==> src/rtl/des_byte_sequencer_if.sv <==
`default_nettype none
// ============================================================================
// Module   : des_byte_sequencer_if
// Brief    : Byte-stream and DES-core signal bundle for des_byte_sequencer.
// Revision : 1.0
// ============================================================================
interface des_byte_sequencer_if;
  logic        CHIP_BAR_I;
  logic        IN_VALID;
  logic        IN_READY;
  logic [7:0]  PT_BYTE_I;
  logic [7:0]  KEY_BYTE_I;
  logic [63:0] DES_PT_O;
  logic [63:0] DES_KEY_O;
  logic        DES_START_O;
  logic [63:0] DES_CIPHER_I;
  logic        OUT_VALID;
  logic        OUT_READY;
  logic [7:0]  CIPHER_BYTE_O;
  logic        OUT_LAST;
  logic        BUSY;

  // Sequencer side
  modport slave (
    input  CHIP_BAR_I, IN_VALID, PT_BYTE_I, KEY_BYTE_I, DES_CIPHER_I, OUT_READY,
    output IN_READY, DES_PT_O, DES_KEY_O, DES_START_O, OUT_VALID, CIPHER_BYTE_O,
           OUT_LAST, BUSY
  );

  // Pin / core side
  modport master (
    output CHIP_BAR_I, IN_VALID, PT_BYTE_I, KEY_BYTE_I, DES_CIPHER_I, OUT_READY,
    input  IN_READY, DES_PT_O, DES_KEY_O, DES_START_O, OUT_VALID, CIPHER_BYTE_O,
           OUT_LAST, BUSY
  );
endinterface
`default_nettype wire

==> src/rtl/des_byte_sequencer.sv <==
`default_nettype none
// ============================================================================
// Module   : des_byte_sequencer
// Brief    : Loads 8 pt/key byte pairs, starts the DES core, waits its fixed
//            latency and streams the 64-bit cipher back out byte by byte.
// Revision : 1.0
// ============================================================================
module des_byte_sequencer #(
  parameter int unsigned DES_LATENCY = 16
) (
  input  wire logic            CLKI,
  input  wire logic            RSTI,
  des_byte_sequencer_if.slave  bus
);

  localparam logic [1:0] ST_LOAD   = 2'd0;
  localparam logic [1:0] ST_START  = 2'd1;
  localparam logic [1:0] ST_WAIT   = 2'd2;
  localparam logic [1:0] ST_UNLOAD = 2'd3;
  localparam logic [7:0] C_LATENCY = 8'(DES_LATENCY);

  logic [1:0]  state_q, state_d;
  logic [2:0]  cnt_q, cnt_d;
  logic [7:0]  wait_q, wait_d;
  logic [63:0] pt_q, pt_d;
  logic [63:0] key_q, key_d;
  logic [63:0] shift_q, shift_d;

  logic run;
  logic in_ready;
  logic out_valid;
  logic in_hs;
  logic out_hs;

  // State register
  always_ff @(posedge CLKI) begin
    if (!RSTI) begin
      state_q <= ST_LOAD;
      cnt_q   <= 3'd0;
      wait_q  <= 8'd0;
      pt_q    <= 64'd0;
      key_q   <= 64'd0;
      shift_q <= 64'd0;
    end else begin
      state_q <= state_d;
      cnt_q   <= cnt_d;
      wait_q  <= wait_d;
      pt_q    <= pt_d;
      key_q   <= key_d;
      shift_q <= shift_d;
    end
  end

  // Next state and datapath; everything holds while the chip is deselected
  always_comb begin
    state_d = state_q;
    cnt_d   = cnt_q;
    wait_d  = wait_q;
    pt_d    = pt_q;
    key_d   = key_q;
    shift_d = shift_q;
    if (!bus.CHIP_BAR_I) begin
      case (state_q)
        ST_LOAD: begin
          if (in_hs) begin
            // {~cnt,3'b111} == 63 - 8*cnt: byte 0 lands in the top byte
            pt_d[{~cnt_q, 3'b111} -: 8]  = bus.PT_BYTE_I;
            key_d[{~cnt_q, 3'b111} -: 8] = bus.KEY_BYTE_I;
            cnt_d = cnt_q + 3'd1;
            if (cnt_q == 3'd7) begin
              state_d = ST_START;
            end
          end
        end
        ST_START: begin
          wait_d  = C_LATENCY;
          state_d = ST_WAIT;
        end
        ST_WAIT: begin
          wait_d = wait_q - 8'd1;
          if (wait_q == 8'd1) begin
            shift_d = bus.DES_CIPHER_I;
            state_d = ST_UNLOAD;
          end
        end
        default: begin
          if (out_hs) begin
            shift_d = {shift_q[55:0], 8'h00};
            cnt_d   = cnt_q + 3'd1;
            if (cnt_q == 3'd7) begin
              state_d = ST_LOAD;
            end
          end
        end
      endcase
    end
  end

  // Outputs; handshake strobes are forced low during reset and while frozen
  always_comb begin
    run       = RSTI && !bus.CHIP_BAR_I;
    in_ready  = run && (state_q == ST_LOAD);
    out_valid = run && (state_q == ST_UNLOAD);
    in_hs     = in_ready && bus.IN_VALID;
    out_hs    = out_valid && bus.OUT_READY;

    bus.IN_READY      = in_ready;
    bus.OUT_VALID     = out_valid;
    bus.OUT_LAST      = out_valid && (cnt_q == 3'd7);
    bus.DES_START_O   = run && (state_q == ST_START);
    bus.BUSY          = RSTI && (state_q != ST_LOAD);
    bus.CIPHER_BYTE_O = shift_q[63:56];
    bus.DES_PT_O      = pt_q;
    bus.DES_KEY_O     = key_q;
  end

endmodule
`default_nettype wire

==> src/flat_wrapper.sv <==
// flat-port wrapper written by rule: the top's interface ports become plain ports
module des_byte_sequencer_flat 
#(
  parameter int unsigned DES_LATENCY = 16
)
  (CLKI, RSTI, bus_CHIP_BAR_I, bus_IN_VALID, bus_PT_BYTE_I, bus_KEY_BYTE_I, bus_DES_CIPHER_I, bus_OUT_READY, bus_IN_READY, bus_DES_PT_O, bus_DES_KEY_O, bus_DES_START_O, bus_OUT_VALID, bus_CIPHER_BYTE_O, bus_OUT_LAST, bus_BUSY);
  des_byte_sequencer_if bus_i ();
  input  wire logic CLKI;
  input  wire logic RSTI;
  input wire logic [$bits(bus_i.CHIP_BAR_I)-1:0] bus_CHIP_BAR_I;
  input wire logic [$bits(bus_i.IN_VALID)-1:0] bus_IN_VALID;
  input wire logic [$bits(bus_i.PT_BYTE_I)-1:0] bus_PT_BYTE_I;
  input wire logic [$bits(bus_i.KEY_BYTE_I)-1:0] bus_KEY_BYTE_I;
  input wire logic [$bits(bus_i.DES_CIPHER_I)-1:0] bus_DES_CIPHER_I;
  input wire logic [$bits(bus_i.OUT_READY)-1:0] bus_OUT_READY;
  output wire logic [$bits(bus_i.IN_READY)-1:0] bus_IN_READY;
  output wire logic [$bits(bus_i.DES_PT_O)-1:0] bus_DES_PT_O;
  output wire logic [$bits(bus_i.DES_KEY_O)-1:0] bus_DES_KEY_O;
  output wire logic [$bits(bus_i.DES_START_O)-1:0] bus_DES_START_O;
  output wire logic [$bits(bus_i.OUT_VALID)-1:0] bus_OUT_VALID;
  output wire logic [$bits(bus_i.CIPHER_BYTE_O)-1:0] bus_CIPHER_BYTE_O;
  output wire logic [$bits(bus_i.OUT_LAST)-1:0] bus_OUT_LAST;
  output wire logic [$bits(bus_i.BUSY)-1:0] bus_BUSY;
  assign bus_i.CHIP_BAR_I = bus_CHIP_BAR_I;
  assign bus_i.IN_VALID = bus_IN_VALID;
  assign bus_i.PT_BYTE_I = bus_PT_BYTE_I;
  assign bus_i.KEY_BYTE_I = bus_KEY_BYTE_I;
  assign bus_i.DES_CIPHER_I = bus_DES_CIPHER_I;
  assign bus_i.OUT_READY = bus_OUT_READY;
  assign bus_IN_READY = bus_i.IN_READY;
  assign bus_DES_PT_O = bus_i.DES_PT_O;
  assign bus_DES_KEY_O = bus_i.DES_KEY_O;
  assign bus_DES_START_O = bus_i.DES_START_O;
  assign bus_OUT_VALID = bus_i.OUT_VALID;
  assign bus_CIPHER_BYTE_O = bus_i.CIPHER_BYTE_O;
  assign bus_OUT_LAST = bus_i.OUT_LAST;
  assign bus_BUSY = bus_i.BUSY;
  des_byte_sequencer #(.DES_LATENCY(DES_LATENCY)) u_core (.CLKI(CLKI), .RSTI(RSTI), .bus(bus_i));
endmodule
==> config.mk <==
export PLATFORM = sky130hd
export DESIGN_NAME = des_byte_sequencer_flat
export DESIGN_NICKNAME = d
export VERILOG_FILES = /design/src/rtl/des_byte_sequencer_if.sv /design/src/rtl/des_byte_sequencer.sv /design/src/flat_wrapper.sv
export SDC_FILE = /design/constraint.sdc
export NUM_CORES = 1
export LEC_CHECK = 0
export CAP_MARGIN = 20
export CORE_ASPECT_RATIO = 0.6
export CORE_MARGIN = 2
export CORE_UTILIZATION = 26
export CTS_BUF_LIST = sky130_fd_sc_hd__clkbuf_8
export DETAILED_ROUTE_END_ITERATION = 10
export GPL_TIMING_DRIVEN = 0
export HOLD_SLACK_MARGIN = 0.12
export PLACE_DENSITY = 0.5
export SYNTH_ARGS = -nofsm -noshare
export SYNTH_HDL_FRONTEND = slang
export SYNTH_SLANG_ARGS = --single-unit
==> constraint.sdc <==
create_clock -name CLKI -period 2.7 [get_ports CLKI]
set_input_delay 0.54 -clock CLKI [delete_from_list [all_inputs] [get_ports CLKI]]
set_output_delay 0.54 -clock CLKI [all_outputs]
set_load 0.1 [all_outputs]
## Yosys cells after proc, flatten, opt, wreduce, memory -nomap -nowiden

Cells that the tools add are included.

| word-level totals | value |
|---|---|
| register bits after elaboration | 205 |
| input bits | 85 |
| output and inout bits | 141 |
| word-level logic and storage cells | 62 |

| operators by class | value |
|---|---|
| add/sub/neg operators | 3 |
| equal/unequal tests | 8 |
| shift operators | 3 |
| multiplexer cells | 15 |
| bitwise logic cells | 4 |
| reductions and logical operators | 23 |

Operators by type and width:

| operator | number |
|---|---|
| $shiftx A8 B8 Y71 | 2 |
| $bwmux W64 | 2 |
| $mux W64 | 2 |
| $pmux W64 S2 | 1 |
| $shift A8 B8 Y71 const A | 1 |
| $pmux W8 S2 | 1 |
| $mux W2 | 5 |
| $eq A8 B1 Y1 const B | 1 |
| $logic_and A1 B1 Y1 | 8 |
| $neg A6 Y8 | 1 |
| $reduce_and A4 Y1 | 2 |
| $reduce_bool A2 Y1 | 4 |
| $sub A8 B1 Y8 const B | 1 |
| $mux W3 | 2 |
| $ne A2 B1 Y1 const B | 3 |
| $pmux W2 S3 | 1 |
| $pmux W3 S2 | 1 |
| $reduce_and A6 Y1 | 1 |
| $eq A2 B2 Y1 const B | 2 |
| $reduce_bool A4 Y1 | 1 |
| $reduce_or A2 Y1 | 2 |
| $add A3 B1 Y3 const B | 1 |
| $eq A3 B3 Y1 const B | 1 |
| $not A1 Y1 | 3 |
| other kinds (7) | 7 |

## Logic depth before layout (Yosys ltp)

Gate-level depths: netlist of run 1.

| logic depth | value |
|---|---|
| word-level depth | 6 |
| mapped depth | 10 |
| mapped depth without buffers | 6 |

## Least setup slack after synthesis of run 1

No wires, ideal clock.

| timing path | value |
|---|---|
| kind | input to output |
| start | in RSTI |
| end | out bus_BUSY |
| data arrival time | 2447 ps |
| required time | 2160 ps |
| path slack | -287 ps |
| cell stages on the path | 4 |
| path buffers | 3 |
| cells stage by stage | buf_2 > clkbuf_1 > buf_6 > nor2b_1 |

| between the ends | value |
|---|---|
| cells in the longest elaborated chain, start to end | 1 |

Ends and longest elaborated chain:

| element | RTL line | text |
|---|---|---|
| from (decl) | flat_wrapper.sv:9 | `input wire logic RSTI;` |
| $logic_and A1 B1 Y1 | des_byte_sequencer.sv:111 | `bus.BUSY = RSTI && (state_q != ST_LOAD);` |
| to (decl) | flat_wrapper.sv:23 | `output wire logic [$bits(bus_i.BUSY)-1:0] bus_BUSY;` |

Every way passes these cells.

## Worst setup path after layout of run 1

| timing path | value |
|---|---|
| start | reg u_core.pt_q[56], in the netlist u_core.bus.DES_PT_O[56] |
| end | out bus_DES_PT_O[56] |

RTL lines:

| element | RTL line | text |
|---|---|---|
| from (decl) | des_byte_sequencer.sv:25 | `logic [63:0] pt_q, pt_d;` |
| from (signal assigned) | des_byte_sequencer.sv:48 | `pt_q <= pt_d;` |
| to (decl) | flat_wrapper.sv:17 | `output wire logic [$bits(bus_i.DES_PT_O)-1:0] bus_DES_PT_O;` |

No word-level cell between the ends.

==> run metrics, run 1 <==
slowest stage cell, crit path=clkdlybuf4s50_1; Storage cell area=just over 4000 sq um; Slew Viols, Final=0; Comb power frac=0.071; share of cells above drive strength 1=0.142; routed len/inst=19.0 microns; Layout area overhead=36.0%; Net Switching=1650 uW; Critical Path Start Type=register; Worst Path Buf+Inv=1; critical setup path kind=reg -> out; number of flops mapped to enable cells by yosys=0; setup ws final=60.2 ps; total track usage=0.176; pre-CTS WS=-1110 ps; Flop pwr share=0.482; worst-case clock buffer depth=3; Routed Antenna Nets=0; Seq/Total Area, Yosys=0.440; Top FF cell, synth=dfxtp_1; worst hold path type=in -> reg; status=finished with violations; Initial Util=0.265; vias in the first global route=7914; I/O Pins=226; Final min period=2640 ps; DRT iter0 DRCs=approximately 560; Die ar.=37500 sq um; PwrDens=approximately 500 nW/um^2; Tot Pwr=6310 uW; Nets=1380; Arr. time, crit path=about 2100 ps; critical path cell sequence=clkdlybuf4s50_1; Max Cap Viol=0; Worst path max stage delay=1210 ps; Net Count, Synth=1133; core area=35200 sq um; fillers=3618; Clock Skew=between 20 and 25 ps; Routed WL=33700 microns; Inserted Clock Buffers=37; DR DRC count=14; cell area after synthesis=9340 sq um; fin crit share=0.978; Synth top cells by count=nand2_1 (256), dfxtp_1 (205), nand3_1 (123); Pre-antenna DRT Iters=8; Hold-fix buffers, CTS=0; CTS sink cnt=205; setup TNS=0 ps; Yosys Warn Count=0; largest cells by area after synthesis=dfxtp_1 (44%), nand2_1 (10%), mux2i_1 (7.4%), mux2_2 (6.8%), nand3_1 (6.6%); most common cell in the netlist=nand2_1; Die Ht=around 150 microns; Final Wtd Congestion=0.809; largest net degree at the start of global routing=11; Reg clk slew, reported paths=60 ps; cell taking the most area after synthesis=dfxtp_1; failing checks=design-rule violations; maximum fanout along the worst path=2; fraction of power consumed by the clock network=0.447; global-route wire length before repair=49600 microns; Final Hold Vio Count=0; CTS root buffer=clkbuf_8; worst-margin pin slew=1110 ps; Multi-input gate area=4480 sq um; Remaining Overflow, GRT=0; antenna violations before repair=0; Row Count=53; post-DP HPWL=25700 microns; final core utilization=0.361; Die X-Extent=249 microns; RSZ-0062 raised after global routing=no; vias per cell=~4.6; count of cell types in the netlist=44; cell-internal power=between 4000 and 5000 uW; Leak Pwr=0.00507 uW; detailed-route via count=8192; Post-synth ARST share=0; Relative slew margins=0.259; cell area after layout=12700 sq um; fmax=between 300 and 400 MHz; Post-CTS Setup Inserts=0; port bufs=208; worst skew pair latency=550 ps; CTS tree=yes; WP data required=2160 ps; #FFs+latches synth=205; Mapped Avg Cell Area=approximately 9 sq um; Syn Inst Count=1036; post-synth top area share=0.440; Sw Ratio=0.262; Max VDD drop=0.212 mV; H-tree depth=2; CP delay by family, top=buffers and inverters; Worst Setup End Kind=primary output; Post-Place Cell Area=12000 sq um; Final setup viols=0
[layer usage]
layer | vias up | global-route usage | share of wire
met5 | - | 0 | 0
met1 | 3939 | 0.261 | 0.51
li1 | 3986 | - | -
met3 | 47 | 0.0466 | 0.070
met4 | 0 | 0.0494 | 0.017
met2 | 220 | 0.246 | 0.41
[cell type report]
| cell class | count | area share |
|---|---|---|
| Antenna cell | 1 | 0.000197 |
| Buffer | 105 | 0.0567 |
| Clock buffer | 43 | 0.0466 |
| Clock inverter | 20 | 0.00739 |
| Inverter | 9 | 0.00266 |
| Multi-Input combinational cell | 717 | 0.353 |
| Sequential cell | 205 | 0.323 |
| Tap cell | 467 | 0.0460 |
| Timing Repair Buffer | 208 | 0.164 |
[per-stage QoR]
stage,hold WS [ps],instances
after detailed placement,447,1711
after floorplan,436,1036
after global routing,366,1774
final,403,1775
after CTS,342,1774
after global placement,438,1711
[kinds of logic (layout without fill, tap and decap cells)]
family,count (synthesis),after routing,share of synthesized area
AO/OA/AOI/OAI,139,139,0.111
AND/OR/NAND/NOR,436,436,0.206
adder cells (fa/ha/maj),12,12,0.0161
flip-flops,205,205,0.440
other,0,1,0
buffers and inverters,114,385,0.0804
XOR/XNOR,5,5,0.00469
multiplexers,125,125,0.142
[flip-flops by register name (all words and copies together) (netlist names)]
name and flops:
u_core.bus.DES_KEY_O 64, u_core.bus.DES_PT_O 64, u_core.shift_q 64, u_core.wait_q 8
u_core.cnt_q 3, u_core.state_q 2
[power groups by stage]
stage	clock network, uW	registers, uW	logic (uW)
5_1_grt	3070	3040	473
3_5_place_dp	0	3110	449
3_3_place_gp	0	3110	450
2_1_floorplan	0	3160	162
6_report	2820	3040	448
4_1_cts	2940	3040	450
[final timing paths]
path | from | end | slack [ps] | cells past startpoint
worst max-delay path | u_core.bus.DES_PT_O[56] | bus_DES_PT_O[56] | 60 | 1
worst min-delay path | bus_KEY_BYTE_I[2] | u_core.bus.DES_KEY_O[18] | 400 | 3
worst max register to register | u_core.state_q[0] | u_core.bus.DES_PT_O[4] | 410 | 9
worst min register to register | u_core.bus.DES_PT_O[20] | u_core.bus.DES_PT_O[20] | 460 | 2
[cells in the final DEF (no fill, tap or decap), types with 2 or more instances in the layout]
master,synthesis,final
buf_6,5,6
a21boi_1,41,41
clkbuf_4,1,3
inv_1,8,22
a22oi_1,16,16
a21oi_1,2,2
buf_4,17,19
buf_12,7,7
dlymetal6s2s_1,0,9
ha_1,12,12
o21ai_0,2,2
dfxtp_1,205,205
nor2_1,14,14
mux2i_1,69,69
clkinv_2,0,3
clkdlybuf4s50_1,0,189
xor2_1,4,4
nor3_1,2,2
clkbuf_8,0,43
dlygate4sd1_1,11,11
and3_1,7,7
clkbuf_1,29,28
dlygate4sd2_1,0,5
clkinvlp_4,0,2
nor2b_1,19,18
a21boi_0,71,71
nand3_1,123,123
nand4b_1,2,2
nand2_1,256,256
buf_2,33,34
mux2_2,56,56
and2_1,5,5
nor3_2,2,2
[timing repair]
item	4_1_cts	5_1_grt
gates resized for setup	34	13
endpoints found under the setup margin	10	12
cloned	0	0
Note: power is estimated with default switching activity, not from simulation.
==> run 2: changes to the inputs <==
GPL_ROUTABILITY_DRIVEN = 0   (was default)
==> results of run 2 <==
No change in the layout: final DEF, timing and power equal those of run 1.
==> run 3: changes to the inputs <==
SLEW_MARGIN = 20   (was default)
==> results of run 3 <==
No change in the layout: final DEF, timing and power equal those of run 1.
